File: config.mk
export PLATFORM = sky130hd
export DESIGN_NAME = pipeline_ctrl
export DESIGN_NICKNAME = d
export VERILOG_FILES = /design/src/rtl/pipeline_ctrl.sv
export SDC_FILE = /design/constraint.sdc
export NUM_CORES = 1
export LEC_CHECK = 0
export BUFFER_PORTS_ARGS = -buffer_cell sky130_fd_sc_hd__buf_2
export CAP_MARGIN = 20
export CORE_AREA = 4 4 41 43
export CTS_BUF_LIST = sky130_fd_sc_hd__clkbuf_16
export DETAILED_ROUTE_END_ITERATION = 10
export DIE_AREA = 0 0 45 47
export SLEW_MARGIN = 20
export SYNTH_ARGS = -nofsm -noshare
export SYNTH_HDL_FRONTEND = slang
export SYNTH_SLANG_ARGS = --single-unit
File: constraint.sdc
create_clock -name clk -period 1.5 [get_ports clk]
set_clock_uncertainty 0.1 [all_clocks]
set_input_delay 0.075 -clock clk [delete_from_list [all_inputs] [get_ports clk]]
set_output_delay 0.075 -clock clk [all_outputs]
set_load 0.05 [all_outputs]
File: src/rtl/pipeline_ctrl.sv
// =============================================================================
// Module  : pipeline_ctrl
// Brief   : Five-stage pipeline stall/flush scheduler with wrong-path fetch drop
// Revision: 1.0
// =============================================================================
`default_nettype none

module pipeline_ctrl #(
   parameter int MD_CYCLES = 32
) (
   input  logic clk,
   input  logic reset,
   input  logic redirect_d,
   input  logic load_use_d,
   input  logic imem_busy,
   input  logic imem_resp,
   input  logic dmem_busy,
   input  logic md_start_e,
   input  logic exc_m,
   output logic stall_f,
   output logic stall_d,
   output logic stall_e,
   output logic stall_m,
   output logic flush_d,
   output logic flush_e,
   output logic flush_m,
   output logic drop_resp,
   output logic md_busy
);

   localparam int          CW     = (MD_CYCLES > 2) ? $clog2(MD_CYCLES) : 1;
   localparam logic [0:0]  c_IDLE = 1'b0;
   localparam logic [0:0]  c_MD   = 1'b1;

   logic [0:0]    r_state;
   logic [0:0]    w_state_nxt;
   logic [CW-1:0] r_md_cnt;
   logic [CW-1:0] w_md_cnt_nxt;
   logic          r_drop_pending;
   logic          w_drop_pending_nxt;
   logic          w_kill;

   always_ff @(posedge clk or negedge reset) begin
      if (!reset) begin
         r_state        <= c_IDLE;
         r_md_cnt       <= '0;
         r_drop_pending <= 1'b0;
      end else begin
         r_state        <= w_state_nxt;
         r_md_cnt       <= w_md_cnt_nxt;
         r_drop_pending <= w_drop_pending_nxt;
      end
   end

   // Mul/div state advances even under dmem back-pressure; only an exception cancels it.
   always_comb begin
      w_state_nxt  = r_state;
      w_md_cnt_nxt = r_md_cnt;
      if (exc_m) begin
         w_state_nxt  = c_IDLE;
         w_md_cnt_nxt = '0;
      end else if (r_state == c_MD) begin
         if (r_md_cnt == '0) begin
            w_state_nxt = c_IDLE;
         end else begin
            w_md_cnt_nxt = r_md_cnt - CW'(1);
         end
      end else if (md_start_e) begin
         w_state_nxt  = c_MD;
         w_md_cnt_nxt = CW'(MD_CYCLES - 2);
      end
      w_drop_pending_nxt = (r_drop_pending & ~imem_resp) | (w_kill & imem_busy & ~imem_resp);
   end

   always_comb begin
      stall_f   = 1'b0;
      stall_d   = 1'b0;
      stall_e   = 1'b0;
      stall_m   = 1'b0;
      flush_d   = 1'b0;
      flush_e   = 1'b0;
      flush_m   = 1'b0;
      w_kill    = 1'b0;
      drop_resp = 1'b0;
      md_busy   = 1'b0;
      if (reset) begin
         drop_resp = r_drop_pending & imem_resp;
         md_busy   = (r_state == c_MD);
         if (exc_m) begin
            flush_d = 1'b1;
            flush_e = 1'b1;
            flush_m = 1'b1;
            w_kill  = 1'b1;
         end else if (dmem_busy) begin
            stall_f = 1'b1;
            stall_d = 1'b1;
            stall_e = 1'b1;
            stall_m = 1'b1;
         end else if ((r_state == c_MD) || md_start_e) begin
            stall_f = 1'b1;
            stall_d = 1'b1;
            stall_e = 1'b1;
            flush_m = 1'b1;
         end else if (load_use_d) begin
            stall_f = 1'b1;
            stall_d = 1'b1;
            flush_e = 1'b1;
         end else if (redirect_d) begin
            flush_d = 1'b1;
            w_kill  = 1'b1;
         end
      end
   end

endmodule

`default_nettype wire

==> results of run 1 <==
[cell usage after synthesis (all sizes together), types with 3 or more instances]
library cell  count  area (µm²)
a21oi             5        25.0
a31oi             5        31.3
dfrtp             7         175
nand2             4        15.0
nor2b             3        18.8
nor3b             3        22.5
[layout make-up]
| type | instances | area (µm²) |
|---|---|---|
| fill | 106 | 453 |
| multi-input combinational | 42 | 369 |
| timing repair buffer | 26 | 199 |
| sequential | 7 | 175 |
| clock buffer | 3 | 75.1 |
| tap | 15 | 18.8 |
| inverter | 2 | 7.51 |
| clock inverter | 1 | 3.75 |
[worst reg2reg max path: cells and delay by family (launching register included)]
family          cells  cell delay (ns)
compound gates      2             0.31
fa+ha+maj           1             0.15
buf+inv             1             0.10
flops               1             0.41
simple gates        1             0.47
[worst min path at each step]
stage          startpoint  slack (ns)  cells past startpoint        endpoint
5_1_grt         imem_busy        0.05                      3  r_drop_pending
3_3_place_gp        reset       -0.13                      1     r_md_cnt[3]
6_report        imem_busy        0.02                      3  r_drop_pending
2_1_floorplan       reset       -0.32                      0  r_drop_pending
3_5_place_dp        reset       -0.13                      1     r_md_cnt[4]
4_1_cts         imem_busy        0.03                      3  r_drop_pending
[state kept, by name, summed over array words and instances (netlist names)]
| name | count |
|---|---|
| r_md_cnt | 5 |
| r_drop_pending | 1 |
| r_state | 1 |
[kinds of logic after synthesis]
group | Yosys count
AO/OA/AOI/OAI | 14
adder cells (fa/ha/maj) | 1
buffers and inverters | 6
flip-flops | 7
AND/OR/NAND/NOR | 27
[power groups by stage]
stage	clock network, mW	logic (mW)	registers (mW)
2_1_floorplan	0	0.148	0.226
3_3_place_gp	0	0.207	0.231
3_5_place_dp	0	0.209	0.231
4_1_cts	0.460	0.262	0.234
5_1_grt	0.476	0.305	0.238
6_report	0.449	0.282	0.235
[metrics by stage]
step                      hold WS, ns  utilization, %
after floorplan                -0.321               -
after global placement         -0.132            48.4
after detailed placement       -0.131            48.4
after CTS                      0.0250            63.4
after global routing           0.0528            65.2
final                          0.0240            65.2
[routing by layer]
layer	up-vias	track usage [%]	part of all wire, %
li1	254	-	-
met1	252	17.2	44
met2	10	25.4	50
met3	2	7.28	4.0
met4	0	7.02	1.4
met5	-	0	0
[timing repair]
action | CTS | global route
gates resized for setup | 20 | 8
pin swaps | 6 | 6
setup endpoints to repair | 11 | 11
buffers inserted | 2 | 0
hold buffers | 2 | 0
endpoints found under the hold margin | 8 | 0
==> flow_summary_export.csv, run 1 <==
group,metric,value,unit
status,status,"finished with violations",
status,violations,"setup timing",
logic_synthesis,synth_compound_area_share,18.0,%
critical_path,crit_path_start,"r_md_cnt[0]",
clock_tree,cts_tree,"done",
critical_path,cp_slowest_cell,"or4b_4",
sta,setup_viol,3,
placement,dp_hpwl,877,µm
critical_path,crit_fanout,4,
clock_tree,clockRootBuffer,"clkbuf_16",
sta,worstMarginPinSlew,0.349,ns
power_and_ir_drop,combinationalPowerShare,29.2,%
critical_path,critPathLaunchType,"register",
power_and_ir_drop,seqPwrFrac,24.3,%
logic_synthesis,ys_types,27,
critical_path,cp.depth,5,
floorplan,num_rows,13,
power_and_ir_drop,power_density,1140,nW/µm²
final_layout,fin_nets,92,
sta,maxSlewViolCount,0,
global_route,grt_pass1_vias,534,
global_route,antenna_found_initial,0,
sta,rsz0062_at_grt,"true",
sta,layout_setup_ws,-0.0997,ns
critical_path,max_stage_delay,0.47,ns
logic_synthesis,syn_inst,55,
floorplan,die_width,45,µm
power_and_ir_drop,finalPower,965,µW
critical_path,required,1.57,ns
critical_path,critPathKind,"register to register",
power_and_ir_drop,swShare,28.6,%
critical_path,r2r.worst_path.cells,5,
critical_path,path_cells,"inv_2 -> ha_4 -> or4b_4 -> a31oi_1 -> o21a_1",
placement,place_inst,89,
floorplan,coreArea,1300,µm²
logic_synthesis,synth-seq-cells,7,
floorplan,dieHeight,47,µm
clock_tree,clkTransAtPathRegs,0.04,ns
logic_synthesis,synth_top_family_by_area,"simple AND/OR/NAND/NOR gates",
detailed_routing,drt_iter0_drc,4,
logic_synthesis,synth_simple_gate_area_share,36.2,%
detailed_routing,ant_nets,0,
power_and_ir_drop,vdd_drop_max,828,µV
critical_path,ff2ff_setup_slack,-0.1,ns
job,max_cap_viol_count,0,
clock_tree,cts.sinks,7,
power_and_ir_drop,p_leak,0.384,nW
critical_path,crit_family,"simple AND/OR/NAND/NOR gates",
logic_synthesis,synth-xor-area-share,0,%
placement,post-place-ws,-0.108,ns
placement,dpl_cell_area,629,µm²
floorplan,die_area,2120,µm²
worst_hold_path,hold_class,"input port to register",
floorplan,io_pins,18,
global_route,grt_overflow,0,
final_layout,diodes,0,
sta,fin_tns_setup,-0.193,ns
global_route,track_usage,15.5,%
critical_path,cp-end-kind,"register",
detailed_routing,vias,518,
detailed_routing,wl_per_cell,13.7,µm
detailed_routing,routed_wl,1320,µm
logic_synthesis,syn_avg_cell_area,8.49,µm²
logic_synthesis,ys_seq_area_share,37.5,%
final_layout,layout-drive-gt1-share,50.6,%
power_and_ir_drop,internal_power,689,µW
logic_synthesis,synth_warnings,0,
final_layout,syn_to_final_growth,81.8,%
sta,post-route-period-util,107,%
critical_path,reg2reg_from,"r_md_cnt[0]",
detailed_routing,viasPerCell,5.40,
power_and_ir_drop,p_sw,276,µW
logic_synthesis,synth_edf_count,0,
final_layout,layout_commonest_cell,"buf_2",
global_route,grt_max_degree,14,
detailed_routing,drc,0,
critical_path,critPathCapture,"r_md_cnt[1]",
logic_synthesis,synthFlopType,"dfrtp_1",
clock_tree,numCtsBuffers,3,
global_route,grt_pass1_wl,2300,µm
sta,finalHoldViolCount,0,
sta,fmax,625,MHz
final_layout,final_cell_mix,"buf_2, buf_6, dfrtp_1",
critical_path,arrival,1.67,ns
sta,relSlewSlack,76.7,%
final_layout,fin_cells,96,
logic_synthesis,netlist_area,467,µm²
floorplan,start_util,35.9,%
clock_tree,clk_path_buf_depth,2,
logic_synthesis,synth_adder_area_share,2.68,%
logic_synthesis,synthArstFlopShare,100,%
placement,place_congestion,0.718,
logic_synthesis,synthMuxAreaShare,0,%
power_and_ir_drop,clkPwrFrac,46.5,%
final_layout,finalInstanceArea,848,µm²
placement,io_buffers,17,
clock_tree,h-tree-depth,1,
critical_path,r2r_end,"r_md_cnt[1]",
detailed_routing,drtPass1Iterations,4,
clock_tree,worstSkewPairLatency,0.23,ns
sta,fin_crit,1.60,ns
critical_path,crit_buf_inv,1,
logic_synthesis,synth_fp_nets,65,
Power figures use the tool's default switching activity.
==> run 2: changes to the inputs <==
BUFFER_PORTS_ARGS = unset   (was -buffer_cell sky130_fd_sc_hd__buf_2)
DONT_BUFFER_PORTS = 1   (was unset)
GPL_ROUTABILITY_DRIVEN = 0   (was unset)
GPL_TIMING_DRIVEN = 0   (was unset)
==> run 2 against run 1 <==
The flow still finishes with violations (setup timing). Count of clock-buffer cells in the layout stayed put. Final area shrank 1.2%. Core utilization fell by 0.77 points. First-iteration DRC count rose to 4.5 times the previous value. Highest routed layer unchanged. Routed wire length up 7.1%. Via count shrank 6.0%. Clock power about the same. Worst hold slack better by 0.060 ns. Die area did not move. Largest cell class unchanged. Total power increased by 0.70%.
==> flow_summary_export.csv, run 2 (synthesis gave the netlist of run 1 again) <==
group,metric,value,unit
final_layout,layout_commonest_cell,"buf_4",
detailed_routing,drtPass1Iterations,4,
floorplan,die_area,2120,µm²
critical_path,max_stage_delay,0.53,ns
sta,maxSlewViolCount,0,
sta,post-route-period-util,114,%
floorplan,coreArea,1300,µm²
global_route,grt_pass1_vias,424,
clock_tree,clockRootBuffer,"clkbuf_16",
sta,relSlewSlack,58.6,%
final_layout,final_cell_mix,"buf_4, dfrtp_1, a31oi_1, dlygate4sd3_1",
final_layout,top_register,"r_md_cnt",
status,status,"finished with violations",
global_route,grt_max_degree,11,
critical_path,r2r.worst_path.cells,5,
floorplan,io_pins,18,
sta,rsz0062_at_grt,"true",
critical_path,critPathKind,"register to output port",
critical_path,reg2reg_from,"r_state",
detailed_routing,drt_iter0_drc,18,
sta,fin_hold_ws,0.0842,ns
global_route,grt_pass1_wl,2090,µm
power_and_ir_drop,vdd_drop_max,690,µV
critical_path,required,1.32,ns
critical_path,crit_family,"simple AND/OR/NAND/NOR gates",
detailed_routing,drc,0,
clock_tree,h-tree-depth,1,
clock_tree,clk_path_buf_depth,2,
floorplan,dieHeight,47,µm
critical_path,cp-end-kind,"output port",
floorplan,die_width,45,µm
final_layout,fillCellCount,97,
critical_path,r2r_end,"r_md_cnt[3]",
clock_tree,clkTransAtPathRegs,0.04,ns
final_layout,fin_nets,86,
floorplan,num_rows,13,
job,max_cap_viol_count,0,
power_and_ir_drop,power_density,1160,nW/µm²
critical_path,crit_buf_inv,2,
final_layout,layout-drive-gt1-share,46.7,%
critical_path,critPathLaunchType,"register",
clock_tree,numCtsBuffers,3,
power_and_ir_drop,finalPower,972,µW
critical_path,arrival,1.54,ns
status,violations,"setup timing",
critical_path,path_cells,"clkbuf_8 -> nor4_4 -> nor3b_4 -> buf_6",
detailed_routing,wl_per_cell,15.7,µm
detailed_routing,routed_wl,1410,µm
sta,layout_setup_ws,-0.212,ns
detailed_routing,ant_nets,0,
power_and_ir_drop,p_leak,0.361,nW
sta,fin_crit,1.71,ns
final_layout,reg_top3,"r_md_cnt (5), r_drop_pending (1), r_state (1)",
sta,finalHoldViolCount,0,
sta,fmax,584,MHz
final_layout,largest_reg_flops,5,
global_route,antenna_found_initial,0,
placement,post-place-ws,-0.340,ns
detailed_routing,viasPerCell,5.41,
final_layout,fin_util,64.4,%
placement,dp_hpwl,766,µm
clock_tree,cts_tree,"done",
global_route,grt_overflow,0,
sta,worstMarginPinSlew,0.620,ns
critical_path,ff2ff_setup_slack,-0.17,ns
sta,fin_tns_setup,-0.647,ns
detailed_routing,vias,487,
worst_hold_path,hold_class,"input port to asynchronous set/reset pin",
global_route,track_usage,14.1,%
critical_path,cp_slowest_cell,"nor3b_4",
critical_path,crit_fanout,3,
sta,setup_viol,7,
floorplan,start_util,35.9,%
final_layout,syn_to_final_growth,79.6,%
placement,io_buffers,0,
clock_tree,worstSkewPairLatency,0.23,ns
clock_tree,cts.sinks,7,
final_layout,diodes,0,
## run 2: cell count changes in the layout (fill, tap and decap cells not counted), sizes merged
| cell | previous run | this run |
|---|---|---|
| buf | 24 | 13 |
| clkbuf | 3 | 5 |
| dlygate4sd3 | 2 | 5 |
## run 2: per-stage QoR
step / cell area [µm²] / std cells
2_1_floorplan: 499 / 55
3_3_place_gp: 518 / 70
3_5_place_dp: 518 / 70
4_1_cts: 766 / 84
5_1_grt: 838 / 90
6_report: 838 / 90
## run 2: cell type report
type / count / area (µm²) / share of cell area [%]
inverters: 2 / 7.51 / 0.896
clock inverters: 1 / 3.75 / 0.448
multi-input cells: 42 / 389 / 46.4
well taps: 15 / 18.8 / 2.24
clock buffers: 3 / 75.1 / 8.96
flip-flops and latches: 7 / 175 / 20.9
repair buffers: 16 / 136 / 16.3
plain buffers: 4 / 32.5 / 3.88
## run 2: layer usage
| layer | part of all wire [%] | track usage [%] | vias to the layer above |
|---|---|---|---|
| met1 | 48 | 18.2 | 229 |
| met5 | 0 | 0 | - |
| met4 | 1.1 | 2.92 | 0 |
| met3 | 4.7 | 7.66 | 2 |
| met2 | 46 | 20.9 | 12 |
| li1 | - | - | 244 |
## run 2: power breakdown
| group | switching (mW) | internal, mW |
|---|---|---|
| Sequential | 0.0264 | 0.210 |
| Combinational | 0.145 | 0.141 |
| Clock | 0.102 | 0.347 |
## run 2: what timing repair did
item,CTS,global route
setup endpoints to repair,12,10
hold endpoints to repair,11,5
pin swaps,6,5
hold buffers,4,1
gates resized for setup,19,7
setup buffers,6,5
## run 2: worst max path at each step
stage,end,slack (ns),start,cells after the start
floorplan,stall_f,-0.21,r_state,4
finish,stall_f,-0.21,r_state,4
detailed placement,stall_f,-0.34,r_state,4
global placement,stall_f,-0.34,r_state,4
global route,stall_f,-0.25,r_state,4
CTS,stall_f,-0.22,r_state,4
